`config.mk`:
```
export PLATFORM = sky130hd
export DESIGN_NAME = rx_buf_writer
export DESIGN_NICKNAME = d
export VERILOG_FILES = /design/src/rtl/rx_buf_writer.sv
export SDC_FILE = /design/constraint.sdc
export NUM_CORES = 1
export LEC_CHECK = 0
export ABC_AREA = 1
export BUFFER_PORTS_ARGS = -buffer_cell sky130_fd_sc_hd__buf_2
export CORE_MARGIN = 10
export CORE_UTILIZATION = 30
export DETAILED_ROUTE_END_ITERATION = 10
export SYNTH_ARGS = -nofsm -noshare
export SYNTH_HDL_FRONTEND = slang
export SYNTH_SLANG_ARGS = --single-unit
```
`constraint.sdc`:
```
create_clock -name adc_clk -period 4 [get_ports adc_clk]
set_clock_uncertainty 0.05 [all_clocks]
set_input_delay 0.2 -clock adc_clk [delete_from_list [all_inputs] [get_ports adc_clk]]
set_output_delay 0.2 -clock adc_clk [all_outputs]
set_load 0.01 [all_outputs]
```
`src/rtl/rx_buf_writer.sv`:
```
// rx_buf_writer: write-side sequencer for the receiver sample buffer.
// On every accepted rx_avail strobe each channel's 24-bit I/Q pair is packed
// into three 16-bit words and written sequentially into buffer port A.
// Sample sets are grouped into blocks held in a ring of NBLK blocks. The CPU
// drains blocks and acknowledges them with blk_ack.
// Optional feature macro: RX_TSTAMP_EN appends three 16-bit timestamp words
// (ticks latched at the block's final strobe) to the end of every block.
module rx_buf_writer #(
    parameter int V_RX_CHANS = 4,
    parameter int CH_BITS    = 2,
    parameter int NRX_SAMPS  = 84,
    parameter int NBLK       = 8,
    parameter int ADDR_MSB   = 12
) (
    input  logic                    adc_clk,
    input  logic                    reset,
    input  logic                    rx_avail,
    output logic [CH_BITS-1:0]      rx_sel,
    input  logic [47:0]             rx_iq,
    input  logic [47:0]             ticks,
    output logic                    wr_en,
    output logic [ADDR_MSB:0]       wr_addr,
    output logic [15:0]             wr_data,
    output logic                    blk_done,
    output logic [$clog2(NBLK)-1:0] blk_idx,
    input  logic                    blk_ack,
    output logic [$clog2(NBLK):0]   pend_cnt,
    output logic                    overrun,
    input  logic                    ovfl_clr
);

`ifdef RX_TSTAMP_EN
    localparam int TS_WORDS = 3;
`else
    localparam int TS_WORDS = 0;
`endif

    localparam int BLK_WORDS = 3 * V_RX_CHANS * NRX_SAMPS + TS_WORDS;
    localparam int AW        = ADDR_MSB + 1;
    localparam int BW        = $clog2(NBLK);
    localparam int PW        = BW + 1;
    localparam int SC_W      = $clog2(NRX_SAMPS + 1);

    localparam logic [CH_BITS-1:0] LAST_CH   = CH_BITS'(V_RX_CHANS - 1);
    localparam logic [SC_W-1:0]    LAST_SAMP = SC_W'(NRX_SAMPS - 1);
    localparam logic [BW-1:0]      LAST_BLK  = BW'(NBLK - 1);
    localparam logic [PW-1:0]      PEND_FULL = PW'(NBLK);

    // The ring of blocks must fit inside the buffer address space.
    if (NBLK * BLK_WORDS > (2 ** AW)) begin : g_bad_ring_size
        $error("rx_buf_writer: NBLK*BLK_WORDS exceeds the buffer address space");
    end

    // Channel select must be able to address every channel.
    if ((2 ** CH_BITS) < V_RX_CHANS) begin : g_bad_ch_bits
        $error("rx_buf_writer: CH_BITS too small for V_RX_CHANS");
    end

    typedef enum logic [2:0] {
        S_IDLE,
        S_W0,
        S_W1,
        S_W2
`ifdef RX_TSTAMP_EN
        ,
        S_T0,
        S_T1,
        S_T2
`endif
    } state_t;

    state_t              state;
    logic [CH_BITS-1:0]  ch;
    logic [SC_W-1:0]     samp_cnt;
    logic [BW-1:0]       wblk;
    logic [AW-1:0]       addr;
    logic [31:0]         iq_lo;
    logic                end_pend;
    logic                drop;
    logic                ack_ok;

`ifdef RX_TSTAMP_EN
    logic [47:0]         ticks_r;
`else
    logic                unused_ticks;
    assign unused_ticks = ^ticks;
`endif

    // Strobe semantics: rx_avail is a one-cycle valid with no ready. A strobe
    // is taken only in IDLE with no block end in flight and, at a block
    // boundary, only if a free block exists; otherwise the set is discarded
    // and overrun records the loss. blk_ack is likewise a one-cycle valid; an
    // ack sampled on the same edge that raises blk_done cancels the increment.
    assign drop   = rx_avail && ((state != S_IDLE) || end_pend ||
                                 ((samp_cnt == '0) && (pend_cnt == PEND_FULL)));
    assign ack_ok = blk_ack && (pend_cnt != '0);

    // The channel counter is the registered channel select.
    assign rx_sel = ch;

    // Main sequencer: packs samples into words, addresses the ring, ends blocks.
    always_ff @(posedge adc_clk) begin
        if (reset) begin
            state    <= S_IDLE;
            ch       <= '0;
            samp_cnt <= '0;
            wblk     <= '0;
            addr     <= '0;
            iq_lo    <= '0;
            end_pend <= 1'b0;
            wr_en    <= 1'b0;
            wr_addr  <= '0;
            wr_data  <= '0;
            blk_done <= 1'b0;
            blk_idx  <= '0;
`ifdef RX_TSTAMP_EN
            ticks_r  <= '0;
`endif
        end else begin
            wr_en    <= 1'b0;
            blk_done <= 1'b0;
            end_pend <= 1'b0;
            case (state)
                S_IDLE: begin
                    if (end_pend) begin
                        // Block end: one cycle after the block's last write.
                        blk_done <= 1'b1;
                        blk_idx  <= wblk;
                        if (wblk == LAST_BLK) begin
                            wblk <= '0;
                            addr <= '0;
                        end else begin
                            wblk <= wblk + BW'(1);
                        end
                    end else if (rx_avail && !drop) begin
                        state <= S_W0;
                        ch    <= '0;
`ifdef RX_TSTAMP_EN
                        ticks_r <= ticks;
`endif
                    end
                end
                S_W0: begin
                    wr_en   <= 1'b1;
                    wr_addr <= addr;
                    addr    <= addr + AW'(1);
                    wr_data <= rx_iq[47:32];
                    iq_lo   <= rx_iq[31:0];
                    state   <= S_W1;
                end
                S_W1: begin
                    wr_en   <= 1'b1;
                    wr_addr <= addr;
                    addr    <= addr + AW'(1);
                    wr_data <= iq_lo[23:8];
                    state   <= S_W2;
                end
                S_W2: begin
                    wr_en   <= 1'b1;
                    wr_addr <= addr;
                    addr    <= addr + AW'(1);
                    wr_data <= {iq_lo[31:24], iq_lo[7:0]};
                    if (ch != LAST_CH) begin
                        ch    <= ch + CH_BITS'(1);
                        state <= S_W0;
                    end else begin
                        ch <= '0;
                        if (samp_cnt == LAST_SAMP) begin
                            samp_cnt <= '0;
`ifdef RX_TSTAMP_EN
                            state    <= S_T0;
`else
                            state    <= S_IDLE;
                            end_pend <= 1'b1;
`endif
                        end else begin
                            samp_cnt <= samp_cnt + SC_W'(1);
                            state    <= S_IDLE;
                        end
                    end
                end
`ifdef RX_TSTAMP_EN
                S_T0: begin
                    wr_en   <= 1'b1;
                    wr_addr <= addr;
                    addr    <= addr + AW'(1);
                    wr_data <= ticks_r[47:32];
                    state   <= S_T1;
                end
                S_T1: begin
                    wr_en   <= 1'b1;
                    wr_addr <= addr;
                    addr    <= addr + AW'(1);
                    wr_data <= ticks_r[31:16];
                    state   <= S_T2;
                end
                S_T2: begin
                    wr_en    <= 1'b1;
                    wr_addr  <= addr;
                    addr     <= addr + AW'(1);
                    wr_data  <= ticks_r[15:0];
                    state    <= S_IDLE;
                    end_pend <= 1'b1;
                end
`endif
                default: begin
                    state <= S_IDLE;
                end
            endcase
        end
    end

    // Count of completed blocks not yet acknowledged by the CPU.
    always_ff @(posedge adc_clk) begin
        if (reset) begin
            pend_cnt <= '0;
        end else if (end_pend && !ack_ok) begin
            pend_cnt <= pend_cnt + PW'(1);
        end else if (!end_pend && ack_ok) begin
            pend_cnt <= pend_cnt - PW'(1);
        end
    end

    // Sticky lost-sample flag; a new loss wins over a simultaneous clear.
    always_ff @(posedge adc_clk) begin
        if (reset) begin
            overrun <= 1'b0;
        end else if (drop) begin
            overrun <= 1'b1;
        end else if (ovfl_clr) begin
            overrun <= 1'b0;
        end
    end

endmodule

```
==> summary.md <==
| Metric | Value |
|---|---|
| Run status | finished clean |
| Worst path cell trace | inv_1, ha_1, clkinv_1, a31oi_1, o21ai_0, inv_1 |
| Sequential element share of the synthesized area | a little under half |
| Setup TNS | 0 ns |
| DRC | 0 |
| Critical path endpoint category | register |
| Final instance area | 5095 um^2 |
| CTS clk-pin slew, worst paths | approximately 0.070 ns |
| First-pass GRT wire length | roughly 19000 um |
| Max_cap viols | 0 |
| Critical-path maximum fanout | 17 |
| Drt initial violations | around 180 |
| Minimum clock period | between 2 and 3 ns |
| Final hold vios | 0 |
| Slowest CP cell | clkinv_1 |
| Die W | between 100 and 150 um |
| Detailed placement HPWL | approximately 7900 um |
| Die ar. | 19110 um^2 |
| Period utilization | 64.03% |
| Max Slew Vio Count | 0 |
| CTS sink count | between 90 and 100 |
| Hold_buf cts | 0 |
| Cells after synthesis | 542 |
| DR vias/cell | 4.848 |
| Longest Clk Path Bufs | 2 |
| Most frequent CP cell | inv_1 |
| Largest net degree at the start of global routing | 44 |
| CTS H-Tree Depth | 3 |
| Kind of critical path | register to register |
| Synth unique cells | 33 |
| # diodes | 0 |
| Final worst slack | between 1 and 1.5 ns |
| Final nets | ~740 |
| Worst Path Arrival | 2.80 ns |
| GRT Util Overall | 11.46% |
| Clock Latency Late Sink | about 0.34 ns |
| Placer Congestion | 0.7975 |
| Pre-CTS setup slack | ~1.4 ns |
| Total grt overflow | 0 |
| Max_slew headroom | 34.06% |
| Area growth, synth to finish | 21.48% |
| Critical Path RT | approximately 4.2 ns |
| Synth Net Count | 658 |
| Tightest Pin Transition | roughly 0.99 ns |
| Yosys synthesis warning count | 0 |
| Slowest stage delay, CP | 0.77 ns |
| P_leak | approximately 2.2 nW |
| Root Buffer | clkbuf_16 |
| Mapped Area | about 4200 um^2 |
| TritonCTS clock tree | done |
| Unrepaired setup endpoints after global routing | false |
| PD cells | ~750 nW/um^2 |
| VDD IR max | approximately 320 uV |
| Initial antenna violation count | 0 |
| Die height | about 140 um |
| Row cnt | between 40 and 50 |
| Placement Cell Area | roughly 4800 um^2 |
| Layout cell share with drive strength beyond 1 | around a fifth |
| Number of buffers created by CTS | 9 |
| Final ANT Viol Nets | 0 |
| FMAX | between 0.3 and 0.4 GHz |
| Vias in the first global route | just under 4000 |
| Postcts setup bufs | 0 |
| Via count | around 3900 |
| WL final | between 10000 and 15000 um |
| Initial Util | 30.45% |
| DR pass1 iterations | 5 |
| Flops & latches, synth | 99 |
| Post-cts sizing count | 0 |
| Core area | roughly 14000 um^2 |
| DR WL/cell | ~14 um |
| Startpoint class of the critical path | register |
| # IOs | approximately 140 |
| Final Setup Violations | 0 |
| HP Class | primary input to register |
| Synth Area per Inst | approximately 7.7 um^2 |
| Port bufs | 93 |
logic make-up (layout without fill, tap and decap cells):
| logic type | Yosys count | count (layout) | share of synthesized area, % |
|---|---|---|---|
| buf+inv | 67 | 149 | 6.414 |
| flops | 99 | 99 | 47.26 |
| xor+xnor | 3 | 3 | 0.6266 |
| simple gates | 212 | 212 | 21.99 |
| compound gates | 146 | 146 | 19.06 |
| fa+ha+maj | 15 | 15 | 4.654 |
final timing paths:
kind | start | to | slack, ns | depth (start not counted)
worst max-delay path | state[0] | state[0] | 1.44 | 6
worst min-delay path | rx_iq[20] | iq_lo[20] | 0.03 | 3
worst max register to register | state[0] | state[0] | 1.44 | 6
worst min register to register | overrun | overrun | 0.42 | 2
where the power goes:
group          internal [mW]  switching, mW
clock network          0.562          0.370
logic                  0.480          0.931
registers               1.31          0.174
per-layer routing:
metal / part of all wire (%) / global-route usage, %
met5: 0 / 0
met4: 2.2 / 4.495
met3: 6.5 / 4.007
met2: 45 / 18.40
met1: 46 / 13.71
cells in the mapped netlist (all sizes together):
library cell  instances  area, um^2
clkinv                2       7.510
ha                   14       175.2
nor3                  4       25.02
or2                   1       6.260
a31oi                 2       12.51
dfxtp                99        1982
nor3b                 3       22.52
o31ai                 1       7.510
clkbuf               18       67.56
nand2                50       197.7
nand3b                1       7.510
nor4                  2       12.51
xor2                  3       26.28
a221oi               16       140.1
nand3                31       155.2
a21oi                50       254.0
inv                  37       138.9
fa                    1       20.02
o21ai                77       385.4
nand4                 6       52.55
buf                  10       55.05
nor2                114       442.9
cells in the final DEF, fill, tap and decap left out, types with 2 or more instances in the layout:
cell          n
a21oi_1      49
a221oi_1     16
a31oi_1       2
buf_2        93
buf_4         2
bufinv_16     2
clkbuf_16     9
clkinv_1      2
clkinvlp_4    2
dfxtp_1      99
ha_1         14
inv_1        35
inv_2         2
nand2_1      48
nand3_1      31
nand4_1       5
nor2_1      110
nor2_2        3
nor3_1        3
nor3b_1       3
nor4_1        2
o21ai_0      76
xor2_1        3
critical path: cells and delay by family (launching register included):
kind,cells,cell delay (ns)
DFF,1,0.35
buffers and inverters,3,0.95
adders and majority gates,1,0.68
AOI/OAI and AO/OA,2,0.47
stage by stage:
step / std cells / utilization (%) / hold slack (ns) / power [mW]
4_1_cts: 804 / 36.99 / 0.01913 / 3.862
5_1_grt: 804 / 36.99 / 0.03058 / 4.111
2_1_floorplan: 542 / - / 0.2849 / 2.445
6_report: 804 / 36.99 / 0.03077 / 3.823
3_3_place_gp: 789 / 34.68 / 0.3751 / 2.868
3_5_place_dp: 789 / 34.68 / 0.3789 / 2.913
registers in the layout, indices dropped and copies added, names as in the netlist:
register  cells
wr_en         1
blk_idx       3
wblk          3
overrun       1
addr         13
end_pend      1
iq_lo        32
rx_sel        2
wr_addr      13
pend_cnt      4
blk_done      1
state         2
wr_data      16
samp_cnt      7
cell type report:
cell class              count  area, um^2
fillers                  1516        8678
flip-flops and latches     99        1982
multi-input cells         376        1943
repair buffers             95       480.5
clock buffers              11       242.7
well taps                 180       225.2
inverters                  39       146.4
clock inverters             4       75.07
Note: power is estimated with default switching activity, not from simulation.
